--- src/rtl/proc_clock_ctrl.sv ---
// Clock-enable generator for the processor core: free-running divided enable or
// single-step enable from a debounced push-button, plus pulse counter and heartbeat.
module proc_clock_ctrl #(
  parameter int unsigned DIV      = 50000000,
  parameter int unsigned DEBOUNCE = 500000
) (
  input  logic        Clock,
  input  logic        Resetn,
  input  logic        Run,
  input  logic        KeyN,
  output logic        ClockEn,
  output logic [15:0] PulseCount,
  output logic        Heartbeat,
  output logic        StepMode,
  output logic        dbg_step_state
);

  typedef enum logic {
    WAIT_PRESS   = 1'b0,
    WAIT_RELEASE = 1'b1
  } step_state_e;

  localparam logic [31:0] DIV_LAST = 32'(DIV - 1);
  localparam logic [23:0] DB_LAST  = 24'(DEBOUNCE - 1);

  logic        run_meta_q, run_meta_d;
  logic        run_s_q, run_s_d;
  logic        key_meta_q, key_meta_d;
  logic        key_s_q, key_s_d;
  logic        key_db_q, key_db_d;
  logic [23:0] dbc_q, dbc_d;
  step_state_e state_q, state_d;
  logic [31:0] div_cnt_q, div_cnt_d;
  logic        clock_en_q, clock_en_d;
  logic [15:0] pulse_count_q, pulse_count_d;
  logic        heartbeat_q, heartbeat_d;
  logic        step_mode_q, step_mode_d;
  logic        run_pulse;
  logic        step_pulse;

  always_comb begin
    run_meta_d = Run;
    run_s_d    = run_meta_q;
    key_meta_d = ~KeyN;
    key_s_d    = key_meta_q;

    // Any sample that agrees with the accepted level restarts the stability count.
    key_db_d = key_db_q;
    dbc_d    = '0;
    if (key_s_q != key_db_q) begin
      if (dbc_q == DB_LAST) begin
        key_db_d = key_s_q;
      end else begin
        dbc_d = dbc_q + 24'd1;
      end
    end

    // A press is consumed on entry to WAIT_RELEASE, so holding the key never repeats.
    state_d    = state_q;
    step_pulse = 1'b0;
    case (state_q)
      WAIT_PRESS: begin
        if (key_db_q) begin
          state_d    = WAIT_RELEASE;
          step_pulse = ~run_s_q;
        end
      end
      WAIT_RELEASE: begin
        if (!key_db_q) state_d = WAIT_PRESS;
      end
      default: state_d = WAIT_PRESS;
    endcase

    run_pulse = run_s_q && (div_cnt_q == DIV_LAST);
    if (!run_s_q) begin
      div_cnt_d = '0;
    end else if (run_pulse) begin
      div_cnt_d = '0;
    end else begin
      div_cnt_d = div_cnt_q + 32'd1;
    end

    clock_en_d    = run_pulse | step_pulse;
    pulse_count_d = clock_en_q ? pulse_count_q + 16'd1 : pulse_count_q;
    heartbeat_d   = heartbeat_q ^ clock_en_q;
    step_mode_d   = ~run_s_q;
  end

  always_ff @(posedge Clock or negedge Resetn) begin
    if (!Resetn) begin
      run_meta_q    <= 1'b0;
      run_s_q       <= 1'b0;
      key_meta_q    <= 1'b0;
      key_s_q       <= 1'b0;
      key_db_q      <= 1'b0;
      dbc_q         <= '0;
      state_q       <= WAIT_PRESS;
      div_cnt_q     <= '0;
      clock_en_q    <= 1'b0;
      pulse_count_q <= '0;
      heartbeat_q   <= 1'b0;
      step_mode_q   <= 1'b0;
    end else begin
      run_meta_q    <= run_meta_d;
      run_s_q       <= run_s_d;
      key_meta_q    <= key_meta_d;
      key_s_q       <= key_s_d;
      key_db_q      <= key_db_d;
      dbc_q         <= dbc_d;
      state_q       <= state_d;
      div_cnt_q     <= div_cnt_d;
      clock_en_q    <= clock_en_d;
      pulse_count_q <= pulse_count_d;
      heartbeat_q   <= heartbeat_d;
      step_mode_q   <= step_mode_d;
    end
  end

  assign ClockEn        = clock_en_q;
  assign PulseCount     = pulse_count_q;
  assign Heartbeat      = heartbeat_q;
  assign StepMode       = step_mode_q;
  assign dbg_step_state = state_q;

endmodule
--- config.mk ---
export PLATFORM = sky130hd
export DESIGN_NAME = proc_clock_ctrl
export DESIGN_NICKNAME = d
export VERILOG_FILES = /design/src/rtl/proc_clock_ctrl.sv
export SDC_FILE = /design/constraint.sdc
export NUM_CORES = 1
export LEC_CHECK = 0
export CAP_MARGIN = 20
export CORE_MARGIN = 3
export CORE_UTILIZATION = 50
export CTS_CLUSTER_DIAMETER = 200
export DETAILED_ROUTE_END_ITERATION = 16
export PLACE_DENSITY = 0.69
export SLEW_MARGIN = 40
export SYNTH_ARGS = -nofsm -noshare
export SYNTH_HDL_FRONTEND = slang
export SYNTH_SLANG_ARGS = --single-unit
--- constraint.sdc ---
create_clock -name Clock -period 2.6 [get_ports Clock]
set_input_delay 0.78 -clock Clock [delete_from_list [all_inputs] [get_ports Clock]]
set_output_delay 0.78 -clock Clock [all_outputs]
set_load 0.01 [all_outputs]
==> After elaboration in Yosys (flattened, before gate mapping) <==
Cells that the tools add are included.
{ "op_classes": {"add_sub_neg": 3, "n_eq_ne": 3, "muxes": 7, "bitwise_logic": 4, "n_reduce_logical": 2} }
{ "op_table": {"columns": ["operator", "count"], "rows": [
  ["$mux 32", 2],
  ["$mux 24", 2],
  ["$add 32x1->32 const B", 1],
  ["$eq 32x26->1 const B", 1],
  ["$add 24x1->24 const B", 1],
  ["$eq 24x19->1 const B", 1],
  ["$add 16x1->16 const B", 1],
  ["$mux 1", 3],
  ["$not 1->1", 2],
  ["$reduce_and 2->1", 1],
  ["$logic_and 1x1->1", 1],
  ["$ne 1x1->1", 1],
  ["$or 1x1->1", 1],
  ["$xor 1x1->1", 1]
]} }
{ "totals": {"ff_bits": 81, "inputBits": 4, "output_inout_bits": 20, "wordCells": 31} }

==> Logic depth before layout (Yosys ltp) <==
{ "logic_depth": {"word_depth": 4, "ltp_mapped": 7, "depth_no_buf": 6} }

==> Worst setup path after synthesis <==
Ideal clock, no wire load.
{ "synth_path": {"path_type": "flip-flop to flip-flop", "start": "register div_cnt_q[7]", "end": "register div_cnt_q[22]", "setup_time_ps": 122, "t_arrival_ps": 1683, "required_time_ps": 2478, "setup_slack_ps": 795, "stages_incl_launch_ff": 8, "n_path_buf": 2, "synth_period_minus_slack_ps": 1805, "path_cell_list": "dfrtp_1 buf_6 nor4_2 nand4_1 nor4_2 buf_6 o21ai_1 a32o_1"} }
{ "synth_between": {"elab_chain_len": 4, "elab_cells_between_ends": 5, "cone_classes": "add/sub: 1; eq/ne: 1; mux: 2; reduce/logical: 1"} }
{ "synth_lines": {"columns": ["item", "line_no", "source"], "rows": [
  ["start, declared", "33", "logic [31:0] div_cnt_q, div_cnt_d;"],
  ["start signal, assigned", "111", "div_cnt_q <= div_cnt_d;"],
  ["parallel branches: the longest is 2 deep, another holds $add 32x1->32", null, null],
  ["$mux 32 (*)", "77", "end else if (run_pulse) begin"],
  ["$mux 32 (*)", "75", "if (!run_s_q) begin"],
  ["via div_cnt_d[22]", "33", null]
]} }
Mark *: on every way through the listed nets, which the timed path passes.
A chain may end at the register's enable or synchronous reset.

==> Worst setup path in the final report <==
{ "layout_path": {"start": "register clock_en_q (netlist: ClockEn)", "end": "output ClockEn"} }
{ "layout_rtl": {"columns": ["item", "line_no", "source"], "rows": [
  ["start, declared", "34", "logic clock_en_q, clock_en_d;"],
  ["start signal, assigned", "112", "clock_en_q <= clock_en_d;"],
  ["end, declared", "11", "output logic ClockEn,"]
]} }
No word-level cell between the ends.

==> results.json <==
{
  "netlist.area_leader.share_pct": 52.6,
  "relSlewSlack_pct": 51.0,
  "outcome": "complete, no violations",
  "avgSynthCellArea_um2": 10.2,
  "drt-initial-drc-count": 129,
  "p_leak_nw": 1.82,
  "setup_violations": 0,
  "ys_top_cells_by_count": "81 x dfrtp_1, 62 x nor2_1, 33 x xor2_1",
  "seq_area_frac_synth_pct": 52.6,
  "synth_nets": 384,
  "critPathLaunchType": "register",
  "die_height_um": 93.8,
  "finalHoldViolations": 0,
  "grt_overflow": 0,
  "die_w_um": 93.8,
  "num_vias": 2740,
  "worst_pin_slew_ps": 728,
  "timing.final.crit_share_pct": 84.8,
  "firstDrtPassIters": 4,
  "synth_cell_type_count": 39,
  "regMostFlops": "div_cnt_q",
  "path_max_fanout": 8,
  "cts_tree": "yes",
  "largest_register_ffs": 32,
  "synth-main-ff-cell": "dfrtp_1",
  "synthCells": 377,
  "postCtsHoldBufs": 0,
  "drv_slew": 0,
  "cp.arrival_ps": 1420,
  "clkLatencyLatePin_ps": 340,
  "cp_slowest_cell": "clkdlybuf4s50_1",
  "ys_ff_latch": 81,
  "clk_path_buf_depth": 2,
  "nNetsFinal": 410,
  "io_buffers": 23,
  "synth_edf_count": 0,
  "drt-wirelength-per-cell_um": 13.7,
  "syn_area_um2": 3850,
  "cp_top_family": "buffers and inverters",
  "grt_max_degree": 41,
  "synth.most_common_cell": "dfrtp_1",
  "fmax_ghz": 0.454,
  "track_usage_pct": 17.5,
  "dieArea_um2": 8790,
  "multi_input_area_um2": 1700,
  "diodes": 0,
  "postRouteAntennaNets": 0,
  "syn2layout_area_growth_pct": 13.2,
  "finalWorstPathRequiredPeriod_ps": 2200,
  "tns_ps": 0,
  "yosysWarnings": 0,
  "critical_path_required_ps": 1820,
  "io_pins": 24,
  "post_cts_buffers": 0,
  "dp_slack_ps": 569,
  "cts_resized": 0,
  "start_util_pct": 52.2,
  "synth_top_cells_by_area": "dfrtp_1 53%, xor2_1 7.5%, nor2_1 6.0%",
  "fill_cells": 632,
  "ir_worst_vdd_mv": 0.345,
  "root_buffer": "clkbuf_8",
  "clock_sinks": 81,
  "core_um2": 7370,
  "seq_area_um2": 2030,
  "place.gp.congestion": 0.840,
  "critical_path_buf_inv_count": 1,
  "synth_top_area_cell": "dfrtp_1",
  "hpwl_mm": 4.79,
  "crit_path_end_kind": "output pin",
  "power_density_nw_per_um2": 513,
  "skew_ps": 8.81,
  "grt_pass1_vias": 2585,
  "cts_buffers": 9,
  "routed_via_density": 5.40,
  "drc": 0,
  "drive_gt1_share_pct": 8.33,
  "h-tree-depth": 3,
  "cpPeakStageDelay_ps": 590,
  "path_cells": "clkdlybuf4s50_1",
  "timing.final.ws_setup_ps": 395,
  "synthArstFlopShare_pct": 100,
  "grt_pass1_wl_mm": 12.2,
  "totalWireLength_mm": 6.96,
  "num_rows": 31,
  "total_power_mw": 2.24,
  "antenna_found_initial": 0,
  "path_class": "register to output pin",
  "path_clk_slew_ps": 80,
  "hold_class": "primary input to async pin",
  "rsz0062_at_grt": "false",
  "drv_cap": 0
}
-- report_power, final --
part | internal [mW] | leakage, nW | switching [mW]
Clock | 0.445 | 0.0847 | 0.445
Sequential | 1.27 | 1.12 | 0.0108
Combinational | 0.0187 | 0.616 | 0.0480
-- per-stage QoR --
stage | instance area, µm² | instances | util (%) | hold slack (ps)
3_3_place_gp | 4160 | 491 | 56.5 | 334
5_1_grt | 4360 | 507 | 59.2 | 313
4_1_cts | 4360 | 507 | 59.2 | 305
6_report | 4360 | 507 | 59.2 | 312
2_1_floorplan | 3850 | 377 | - | 331
3_5_place_dp | 4160 | 491 | 56.5 | 344
-- worst reg2reg max path, cell delays in order (launching register included) --
cell     delay, ps
dfrtp_1        480
nor4_2         290
nand4_1        140
nor4_2         450
a21o_2         460
nor2_1         110
-- path summary, 6_finish.rpt --
kind / start / to / slack, ps / depth (start not counted)
max in group asynchronous: Resetn / div_cnt_q[1] / 1720 / 2
min in group Clock: key_meta_q / key_s_q / 360 / 0
hold reg to reg: key_meta_q / key_s_q / 360 / 0
setup reg to reg: div_cnt_q[7] / div_cnt_q[5] / 550 / 5
hold / removal: Resetn / dbc_q[16] / 310 / 1
setup / recovery: ClockEn / ClockEn / 400 / 1
-- per-layer routing --
metal / vias to the layer above / global-route usage, % / part of all wire, % / wire, µm
met1: 1329 / 24.9 / 49 / 3430
li1: 1354 / - / - / -
met3: 8 / 3.29 / 3.4 / 240
met5: - / 0 / 0 / 0
met2: 49 / 26.3 / 46 / 3210
met4: 0 / 7.46 / 1.2 / 81
-- cell usage in the layout (no fill, tap or decap), types with 3 or more instances in the layout --
cell,count
nand2_1,26
nor3b_1,5
nor4_1,6
clkinvlp_4,4
o21ai_0,3
nor2_1,62
nand4_1,26
or3_1,3
xor2_1,33
nor4_2,3
clkdlybuf4s50_1,22
xnor2_1,26
dfrtp_1,81
a21oi_1,3
ha_1,3
nor3_1,17
clkbuf_8,9
a32o_1,6
and3_1,6
nand3_1,23
inv_1,9
o21ai_1,5
buf_4,5
-- kinds of logic (layout without fill, tap and decap cells) --
kind of cell	count (synthesis)	count (layout)	share of synthesized area [%]
compound gates	22	22	4.13
xor+xnor	59	59	13.4
fa+ha+maj	3	3	0.975
buf+inv	22	53	3.18
flops	81	81	52.6
mux	2	2	0.585
simple gates	188	188	25.1
-- cell type report --
class,count,share of cell area [%]
clock buffer,10,2.93
clock inverter,6,1.58
inverter,9,0.775
multi-input combinational,274,39.0
sequential,81,46.5
tap,99,2.84
timing repair buffer,28,6.37
No activity file was read; power rests on OpenSTA's default activity.
